<file path="config.mk">
export PLATFORM = sky130hd
export DESIGN_NAME = fifo_sync_prog
export DESIGN_NICKNAME = d
export VERILOG_FILES = /design/src/rtl/fifo_pkg.sv /design/src/rtl/fifo_ram_sdp.sv /design/src/rtl/fifo_sync_prog.sv
export SDC_FILE = /design/constraint.sdc
export NUM_CORES = 1
export LEC_CHECK = 0
export BUFFER_PORTS_ARGS = -buffer_cell sky130_fd_sc_hd__buf_2
export CAP_MARGIN = 0
export CORE_AREA = 2 2 110 112
export CTS_BUF_LIST = sky130_fd_sc_hd__clkbuf_2 sky130_fd_sc_hd__clkbuf_4 sky130_fd_sc_hd__clkbuf_8
export DETAILED_ROUTE_END_ITERATION = 8
export DIE_AREA = 0 0 112 114
export PLACE_DENSITY = 0.93
export SKIP_LAST_GASP = 1
export SYNTH_ARGS = -nofsm -noshare
export SYNTH_HDL_FRONTEND = slang
export SYNTH_SLANG_ARGS = --single-unit
</file>
<file path="constraint.sdc">
create_clock -name Clk -period 8.8 [get_ports Clk]
set_input_delay 0.88 -clock Clk [delete_from_list [all_inputs] [get_ports Clk]]
set_output_delay 0.88 -clock Clk [all_outputs]
set_load 0.005 [all_outputs]
</file>
<file path="src/rtl/fifo_pkg.sv">
// -----------------------------------------------------------------------------
// fifo_pkg
// Shared definitions for the synchronous programmable FIFO:
//   - clog2()      : ceiling log2, used for pointer and count widths
//   - DEF_WIDTH    : default data word width
//   - DEF_DEPTH    : default word capacity
//   - fifo_mode_e  : read-side mode encoding (standard / first-word-fall-through)
// -----------------------------------------------------------------------------
package fifo_pkg;

  localparam int DEF_WIDTH = 9;
  localparam int DEF_DEPTH = 16;

  typedef enum logic {
    FIFO_STD  = 1'b0,
    FIFO_FWFT = 1'b1
  } fifo_mode_e;

  function automatic int clog2(input int value);
    int r;
    r = 0;
    for (int v = value - 1; v > 0; v = v >> 1) begin
      r++;
    end
    return r;
  endfunction

endpackage

</file>
<file path="src/rtl/fifo_ram_sdp.sv">
// -----------------------------------------------------------------------------
// fifo_ram_sdp
// Simple dual-port storage: one write port, one read port with a registered
// output. No reset on the array or the read register so it maps onto block RAM.
// Ports:
//   clk_i    : clock, rising edge
//   we_i     : write enable
//   waddr_i  : write address
//   wdata_i  : write data
//   re_i     : read enable (rdata_o updates on the next edge only when set)
//   raddr_i  : read address
//   rdata_o  : registered read data, holds when re_i is low
// -----------------------------------------------------------------------------
module fifo_ram_sdp
  import fifo_pkg::*;
#(
  parameter int Width     = DEF_WIDTH,
  parameter int Depth     = DEF_DEPTH,
  parameter int AddrWidth = clog2(Depth)
) (
  input  logic                 clk_i,
  input  logic                 we_i,
  input  logic [AddrWidth-1:0] waddr_i,
  input  logic [Width-1:0]     wdata_i,
  input  logic                 re_i,
  input  logic [AddrWidth-1:0] raddr_i,
  output logic [Width-1:0]     rdata_o
);

  logic [Width-1:0] mem_q [Depth];
  logic [Width-1:0] rdata_q;

  always_ff @(posedge clk_i) begin
    if (we_i) begin
      mem_q[waddr_i] <= wdata_i;
    end
    if (re_i) begin
      rdata_q <= mem_q[raddr_i];
    end
  end

  assign rdata_o = rdata_q;

endmodule

</file>
<file path="src/rtl/fifo_sync_prog.sv">
// -----------------------------------------------------------------------------
// fifo_sync_prog
// Single-clock FIFO with runtime-programmable full/empty thresholds, optional
// first-word-fall-through output, sticky overflow/underflow and write ack.
// Ports:
//   Clk, ResetN          : clock (rising edge), async active-low reset
//   Clear                : synchronous flush, overrides Write/Read
//   Write, Din           : write request and data
//   Read                 : read request (pop in FWFT mode)
//   ProgFullThresh       : ProgFull asserts when DataCount >= this
//   ProgEmptyThresh      : ProgEmpty asserts when DataCount <= this
//   Dout, Valid          : read data and its qualifier
//   Full, Empty, AlmostFull, AlmostEmpty, ProgFull, ProgEmpty : status
//   DataCount            : words held, including the FWFT output word
//   WrAck                : one-cycle acknowledge of an accepted write
//   Overflow, Underflow  : sticky error flags, cleared by reset or Clear
// -----------------------------------------------------------------------------
module fifo_sync_prog
  import fifo_pkg::*;
#(
  parameter int Width         = DEF_WIDTH,
  parameter int Depth         = DEF_DEPTH,
  parameter int FirstWordFall = 0,
  parameter int CountWidth    = clog2(Depth) + 1
) (
  input  logic                  Clk,
  input  logic                  ResetN,
  input  logic                  Clear,
  input  logic                  Write,
  input  logic [Width-1:0]      Din,
  input  logic                  Read,
  input  logic [CountWidth-1:0] ProgFullThresh,
  input  logic [CountWidth-1:0] ProgEmptyThresh,
  output logic [Width-1:0]      Dout,
  output logic                  Valid,
  output logic                  Full,
  output logic                  Empty,
  output logic                  AlmostFull,
  output logic                  AlmostEmpty,
  output logic                  ProgFull,
  output logic                  ProgEmpty,
  output logic [CountWidth-1:0] DataCount,
  output logic                  WrAck,
  output logic                  Overflow,
  output logic                  Underflow
);

  localparam int AddrWidth = clog2(Depth);
  localparam fifo_mode_e Mode = (FirstWordFall != 0) ? FIFO_FWFT : FIFO_STD;
  localparam logic [CountWidth-1:0] CntDepth = CountWidth'(Depth);
  localparam logic [CountWidth-1:0] CntDepthM1 = CountWidth'(Depth - 1);
  localparam logic [CountWidth-1:0] CntOne = CountWidth'(1);

  logic [1:0]            rst_sync_q;
  logic                  run;
  logic [AddrWidth-1:0]  wr_ptr_q, wr_ptr_d, rd_ptr_q, rd_ptr_d;
  logic [CountWidth-1:0] ram_cnt_q, ram_cnt_d, count_q, count_d;
  logic                  ram_avail_q, ram_avail_d;
  logic                  valid_q, valid_d;
  logic                  dout_ok_q, dout_ok_d;
  logic                  wrack_q, wrack_d, ovf_q, ovf_d, udf_q, udf_d;
  logic                  full_q, afull_q, aempty_q, pfull_q, pempty_q;
  logic                  empty_now, wr_ok, pop, rd_fetch, rd_acc;
  logic [Width-1:0]      rd_data;

  // Deassertion of ResetN is only seen by the datapath after two edges.
  assign run = rst_sync_q[1];

  // Standard mode is empty until the RAM holds a word that is readable;
  // FWFT mode is empty whenever the output word is not present.
  assign empty_now = (Mode == FIFO_FWFT) ? ~valid_q : ~ram_avail_q;

  always_comb begin
    wr_ok    = Write & ~full_q & ~Clear & run;
    pop      = 1'b0;
    rd_fetch = 1'b0;
    rd_acc   = 1'b0;
    if (Mode == FIFO_FWFT) begin
      pop      = Read & valid_q & ~Clear & run;
      // Refill the output word whenever it is empty or being popped.
      rd_fetch = ram_avail_q & (~valid_q | pop) & ~Clear & run;
      rd_acc   = pop;
    end else begin
      rd_fetch = Read & ram_avail_q & ~Clear & run;
      rd_acc   = rd_fetch;
    end

    wr_ptr_d  = wr_ptr_q + AddrWidth'(wr_ok);
    rd_ptr_d  = rd_ptr_q + AddrWidth'(rd_fetch);
    ram_cnt_d = ram_cnt_q + CountWidth'(wr_ok) - CountWidth'(rd_fetch);
    count_d   = count_q + CountWidth'(wr_ok) - CountWidth'(rd_acc);
    valid_d   = (Mode == FIFO_FWFT) ? (rd_fetch | (valid_q & ~pop)) : rd_fetch;
    dout_ok_d = dout_ok_q | rd_fetch;
    wrack_d   = wr_ok;
    ovf_d     = ovf_q | (Write & full_q & ~Clear & run);
    udf_d     = udf_q | (Read & empty_now & ~Clear & run);

    if (Clear) begin
      wr_ptr_d  = '0;
      rd_ptr_d  = '0;
      ram_cnt_d = '0;
      count_d   = '0;
      valid_d   = 1'b0;
      ovf_d     = 1'b0;
      udf_d     = 1'b0;
    end

    // A word becomes readable one edge after it was written, so the read
    // port never addresses a location that is being written on the same edge.
    ram_avail_d = (ram_cnt_d != '0) & (ram_cnt_q != '0);
  end

  always_ff @(posedge Clk or negedge ResetN) begin
    if (!ResetN) begin
      rst_sync_q  <= '0;
      wr_ptr_q    <= '0;
      rd_ptr_q    <= '0;
      ram_cnt_q   <= '0;
      count_q     <= '0;
      ram_avail_q <= 1'b0;
      valid_q     <= 1'b0;
      dout_ok_q   <= 1'b0;
      wrack_q     <= 1'b0;
      ovf_q       <= 1'b0;
      udf_q       <= 1'b0;
      full_q      <= 1'b0;
      afull_q     <= 1'b0;
      aempty_q    <= 1'b1;
      pfull_q     <= 1'b0;
      pempty_q    <= 1'b1;
    end else begin
      rst_sync_q  <= {rst_sync_q[0], 1'b1};
      wr_ptr_q    <= wr_ptr_d;
      rd_ptr_q    <= rd_ptr_d;
      ram_cnt_q   <= ram_cnt_d;
      count_q     <= count_d;
      ram_avail_q <= ram_avail_d;
      valid_q     <= valid_d;
      dout_ok_q   <= dout_ok_d;
      wrack_q     <= wrack_d;
      ovf_q       <= ovf_d;
      udf_q       <= udf_d;
      full_q      <= (count_d == CntDepth);
      afull_q     <= (count_d >= CntDepthM1);
      aempty_q    <= (count_d <= CntOne);
      pfull_q     <= (count_d >= ProgFullThresh);
      pempty_q    <= (count_d <= ProgEmptyThresh);
    end
  end

  fifo_ram_sdp #(
    .Width    (Width),
    .Depth    (Depth),
    .AddrWidth(AddrWidth)
  ) u_ram (
    .clk_i  (Clk),
    .we_i   (wr_ok),
    .waddr_i(wr_ptr_q),
    .wdata_i(Din),
    .re_i   (rd_fetch),
    .raddr_i(rd_ptr_q),
    .rdata_o(rd_data)
  );

  // The RAM read register has no reset; mask it until a word has been read
  // since reset so stale contents never reach Dout.
  assign Dout        = dout_ok_q ? rd_data : '0;
  assign Valid       = valid_q;
  assign Empty       = empty_now;
  assign Full        = full_q;
  assign AlmostFull  = afull_q;
  assign AlmostEmpty = aempty_q;
  assign ProgFull    = pfull_q;
  assign ProgEmpty   = pempty_q;
  assign DataCount   = count_q;
  assign WrAck       = wrack_q;
  assign Overflow    = ovf_q;
  assign Underflow   = udf_q;

endmodule

</file>
## Yosys cells after proc, flatten, opt, wreduce, memory -nomap -nowiden

Memory sizes are Yosys's and may differ from the RTL's. A register that Yosys moved wholly into a read port is not among the register bits.
Cells that the tools add are included.
W data, S select, Z words.

- Add/sub/neg operators: 6
- Reduce and logical (&&, ||, !) cells: 2
- Bitwise logic cells: 19
- $lt $le $gt $ge: 4
- Multiplexer cells: 10
- Equality and inequality tests: 1

Operators with widths:

| operator | count |
|---|---|
| $and A1 B1 Y1 | 13 |
| $add A5 B1 Y5 | 2 |
| $mux W5 | 2 |
| $reduce_bool A5 Y1 | 2 |
| $sub A5 B1 Y5 | 2 |
| $mux W9 | 1 |
| $add A4 B1 Y4 | 2 |
| $mux W4 | 2 |
| $eq A5 B5 Y1 const B | 1 |
| $ge A5 B4 Y1 const B | 1 |
| $ge A5 B5 Y1 | 1 |
| $le A5 B1 Y1 const B | 1 |
| $le A5 B5 Y1 | 1 |
| $mux W1 | 5 |
| $not A1 Y1 | 3 |
| $or A1 B1 Y1 | 3 |

- Word-level logic and storage cells: 59
- Input port bits: 24
- Output and inout bits: 24
- Bits in writable memories: 144
- Memories kept: 1
- Register bits: 31

Memory list:

| name | words | width | read ports | clocked after Yosys merged registers in | write ports | RTL line | source |
|---|---|---|---|---|---|---|---|
| u_ram.mem_q | 16 | 9 | 1 | 1 | 1 | fifo_ram_sdp.sv:30 | `logic [Width-1:0] mem_q [Depth];` |

## Depth between registers and ports, before layout

- Depth after elaboration: 9
- Gate-level depth with buffers: 13
- Gate-level depth less buffers: 13

## Cells and area by module

A second synthesis with hierarchy kept.

- Cells, all modules: 421
- Area, all modules: 7594.8 µm²

By module, submodules not included:

| module | area each (µm²) | times used | cells an instance | sequential area each (µm²) |
|---|---|---|---|---|
| fifo_ram_sdp | 5870.6 | 1 | 254 | 4594.4 |
| fifo_sync_prog | 1724.2 | 1 | 167 | 778.2 |

## Worst setup path after synthesis

Ideal clock, no wire load.

- Kind: input to register
- From: input Read
- To: register pempty_q, in the netlist ProgEmpty
- Path slack: 4.876 ns
- Data required time: 8.713 ns
- Path buffers: 0
- Library setup time: 0.087 ns
- Stages: 13
- Arrival: 3.837 ns
- Path through: nand2_1 -> nor3_1 -> xor2_1 -> ha_1 -> fa_1 -> a21o_1 -> a21oi_1 -> xnor2_1 -> nor2_1 -> ha_1 -> and4_1 -> nand2_1 -> o211ai_1

- Longest elaborated chain between the ends: 6

RTL lines:

| item | RTL line | source |
|---|---|---|
| start, declared | fifo_sync_prog.sv:31 | `input logic Read,` |
| $and A1 B1 Y1 (3 in series) | fifo_sync_prog.sv:84 | `rd_fetch = Read & ram_avail_q & ~Clear & run;` |
| via rd_acc | fifo_sync_prog.sv:63 | `logic empty_now, wr_ok, pop, rd_fetch, rd_acc;` |
| $sub A5 B1 Y5 | fifo_sync_prog.sv:91 | `count_d = count_q + CountWidth'(wr_ok) - CountWidth'(rd_acc);` |
| $mux W5 | fifo_sync_prog.sv:98 | `if (Clear) begin` |
| via count_d[4] | fifo_sync_prog.sv:57 | `logic [CountWidth-1:0] ram_cnt_q, ram_cnt_d, count_q, count_d;` |
| $le A5 B5 Y1 | fifo_sync_prog.sv:147 | `pempty_q <= (count_d <= ProgEmptyThresh);` |
| end signal, assigned | fifo_sync_prog.sv:147 |  |
| end, declared | fifo_sync_prog.sv:62 | `logic full_q, afull_q, aempty_q, pfull_q, pempty_q;` |

The timed path passes the listed nets, and every way through them passes these cells.

## Worst setup path in the final report

- From: input Clear
- To: register pempty_q, in the netlist ProgEmpty

- Longest elaborated chain between the ends: 7
- Elaborated cells between the ends (all ways): 9
- Classes of those cells: add/sub: 2; order compare: 1; mux: 1; bitwise: 5

RTL lines:

| item | RTL line | source |
|---|---|---|
| start, declared | fifo_sync_prog.sv:28 | `input logic Clear,` |
| $not A1 Y1 | fifo_sync_prog.sv:74 | `wr_ok = Write & ~full_q & ~Clear & run;` |
| $and A1 B1 Y1 (2 in series) | fifo_sync_prog.sv:74 |  |
| via u_ram.we_i | fifo_ram_sdp.sv:22 | `input logic we_i,` |
| $add A5 B1 Y5 | fifo_sync_prog.sv:91 |  |
| $sub A5 B1 Y5 | fifo_sync_prog.sv:91 |  |
| $mux W5 | fifo_sync_prog.sv:98 |  |
| via count_d[4] | fifo_sync_prog.sv:57 |  |
| $le A5 B5 Y1 | fifo_sync_prog.sv:147 |  |

The timed path passes the listed nets, and every way through them passes these cells.

==> results_dict.tcl <==
set metrics [dict create \
    drtIter0Drc 363 \
    cts_tree "done" \
    ir_worst_vdd_mv 0.156 \
    start_util 0.649 \
    muxShareOfSynthArea 0.146 \
    end_kind "flop" \
    clk_pin_slew_ns 0.09 \
    critPathArrivalTime_ns 4.02 \
    antenna_cells 0 \
    netlist_area_um2 7600 \
    route.detailed.drc 0 \
    min_period_ns 3.65 \
    skew_ns 0.0104 \
    cts-root-buf "clkbuf_8" \
    vias_per_cell 6.07 \
    dp.final_hpwl_um 9320 \
    pin_count 48 \
    max_cap_viol_count 0 \
    finalSetupViolations 0 \
    placementRows 40 \
    synth_area_leaders "edfxtp_1 60%, dfrtp_1 9.5%, mux4_1 9.0%" \
    tns_ns 0 \
    most-common-layout-cells "153 x edfxtp_1, 47 x buf_2, 32 x nor2_1, 27 x dfrtp_1, 26 x mux4_1" \
    grt_pass1_vias 3794 \
    die_w_um 112 \
    cts.sinks 184 \
    use_met1 0.299 \
    clockBufferDepth 2 \
    synthXorXnorAreaFrac 0.0150 \
    busiest_layer "met2" \
    cts_setup_buffers 0 \
    ys_warn_count 0 \
    worst_pin_slew_ns 1.09 \
    path_max_fanout 25 \
    critPathRequiredTime_ns 9.17 \
    ant_nets 0 \
    wl_um 13400 \
    start_kind "input port" \
    htree_levels 4 \
    power.density_nw_per_um2 210 \
    synth_compound_area_frac 0.0151 \
    grt_util_met2 0.373 \
    yosysSeqAreaShare 0.707 \
    synth_simple_gate_area_share 0.0530 \
    totalPowerFinal_uw 1750 \
    vias 3736 \
    grt_use_met3 0.0468 \
    grt_max_degree 39 \
    netlist_instances 398 \
    core-area_um2 11700 \
    synthAdderAreaFrac 0.0431 \
    relSlewSlack 0.274 \
    final_common_cell "edfxtp_1" \
    synth_largest_area_cell "edfxtp_1" \
    cts-buffers-inserted 17 \
    die_h_um 114 \
    grt_overflow 0 \
    min_path_type "reg -> reg" \
    area_growth_pct 9.60 \
    status "complete, no violations" \
    synth_top_area_frac 0.604 \
    slew_viol_final 0 \
    antenna_found_initial 0 \
    syn_avg_cell_area_um2 19.1 \
    insertion_delay_ns 0.45 \
    drive_gt1_frac 0.233 \
    hold_buffers 0 \
    final_cell_count_no_fill 615 \
    rsz0062_at_grt "no" \
    path_class "in -> reg" \
    synth-seq-cells 184 \
    hold-worst-slack_ns 0.364 \
    p_leak_uw 0.00301 \
    grtUsageTotal 0.222 \
    synth_top_family_by_area "multiplexers" \
    dieArea_um2 12800 \
    timing.final.crit_share 0.415 \
    wl_per_cell_um 21.7 \
    syn_nets 447 \
    globalplace.congestion 0.778 \
    nets 504 \
    port_buffers 47 \
    synth_cell_types 37 \
    grt_pass1_wl_um 20900 \
    post-route-util 0.711 \
    hold_viol 0 \
    timing.fmax_ghz 0.274 \
    cts_resized 0 \
    placedCellCount 583 \
    drt_pass1_iterations 8 \
]
[per-layer routing]
layer / vias to the layer above / wire, um
met5: - / 0
met4: 0 / 165
met3: 14 / 759
met2: 127 / 6990
met1: 1913 / 5450
li1: 1682 / -
[state kept, by name, summed over array words and instances (netlist names)]
name           flops
Overflow           1
WrAck              1
DataCount          5
dout_ok_q          1
AlmostFull         1
Full               1
u_ram.mem_q      144
ram_cnt_q          5
AlmostEmpty        1
ProgEmpty          1
rd_ptr_q           4
wr_ptr_q           4
ram_avail_q        1
Underflow          1
ProgFull           1
rst_sync_q         2
u_ram.rdata_o      9
Valid              1
[layout make-up]
type	count	area [um^2]
clock buffer	18	241
timing repair buffer	52	273
multi-input combinational	181	2070
tap	147	184
inverter	19	71.3
fill	659	3380
clock inverter	14	113
sequential	184	5380
[metrics by stage]
stage | setup WS (ns) | cell area, um^2
floorplan | 4.88 | 7600
global placement | 5.03 | 7980
detailed placement | 4.75 | 7980
CTS | 5.22 | 8330
global route | 4.99 | 8330
finish | 5.15 | 8330
[cell families after synthesis]
group	Yosys count
flops	184
simple gates	79
mux	45
buf+inv	33
fa+ha+maj	25
compound gates	18
xor+xnor	13
other cells	1
[where the power goes]
part           internal (uW)  leakage, uW  total (uW)  switching, uW
Sequential               977      0.00178        1000           23.3
Combinational            118      0.00105         250            133
Clock                    206     0.000180         503            297
[critical path, cell delays in order]
cell and delay [ns]:
buf_2 0.25, nor3_2 0.56, xor2_1 0.21, ha_1 0.26, fa_1 0.42, a21o_1 0.20
a21oi_1 0.17, xnor2_1 0.09, nor2_1 0.33, ha_1 0.33, and4_1 0.15, nand2_1 0.06
o211ai_1 0.10
[Yosys cell counts]
cell and n:
a41o_1 1, a21o_1 3, o211ai_1 1, xnor2_1 7, mux4_2 19, conb_1 1, o31a_1 1, o21a_1 1
dfstp_2 2, nor3_1 7, or2_2 1, a21oi_1 6, and4_1 1, a31oi_1 3, o21ai_0 2, nor2_1 32
nand2_1 5, and4b_1 1, buf_1 2, or3b_2 1, nor3_2 1, ha_1 23, fa_1 2, xor2_1 6
nand3_1 4, buf_2 1, nor4_1 1, inv_1 19, nand2b_1 6, dfrtp_1 29, clkbuf_1 7, mux4_1 26
nand3b_1 2, and2_1 9, buf_6 4, nor2b_1 8, edfxtp_1 153
[final timing paths]
path,from,endpoint,slack (ns),depth (start not counted)
setup / recovery,Clear,ProgEmpty$_DFF_PN1_,5.15,13
hold / removal,rst_sync_q[0]$_DFF_PN0_,rst_sync_q[1]$_DFF_PN0_,0.36,0
setup reg to reg,rst_sync_q[1]$_DFF_PN0_,ProgEmpty$_DFF_PN1_,5.47,13
hold reg to reg,rst_sync_q[0]$_DFF_PN0_,rst_sync_q[1]$_DFF_PN0_,0.36,0
max in group asynchronous,ResetN,rd_ptr_q[1]$_DFF_PN0_,7.86,1
min in group asynchronous,ResetN,ram_cnt_q[2]$_DFF_PN0_,0.46,1
Note: power is estimated with default switching activity, not from simulation.
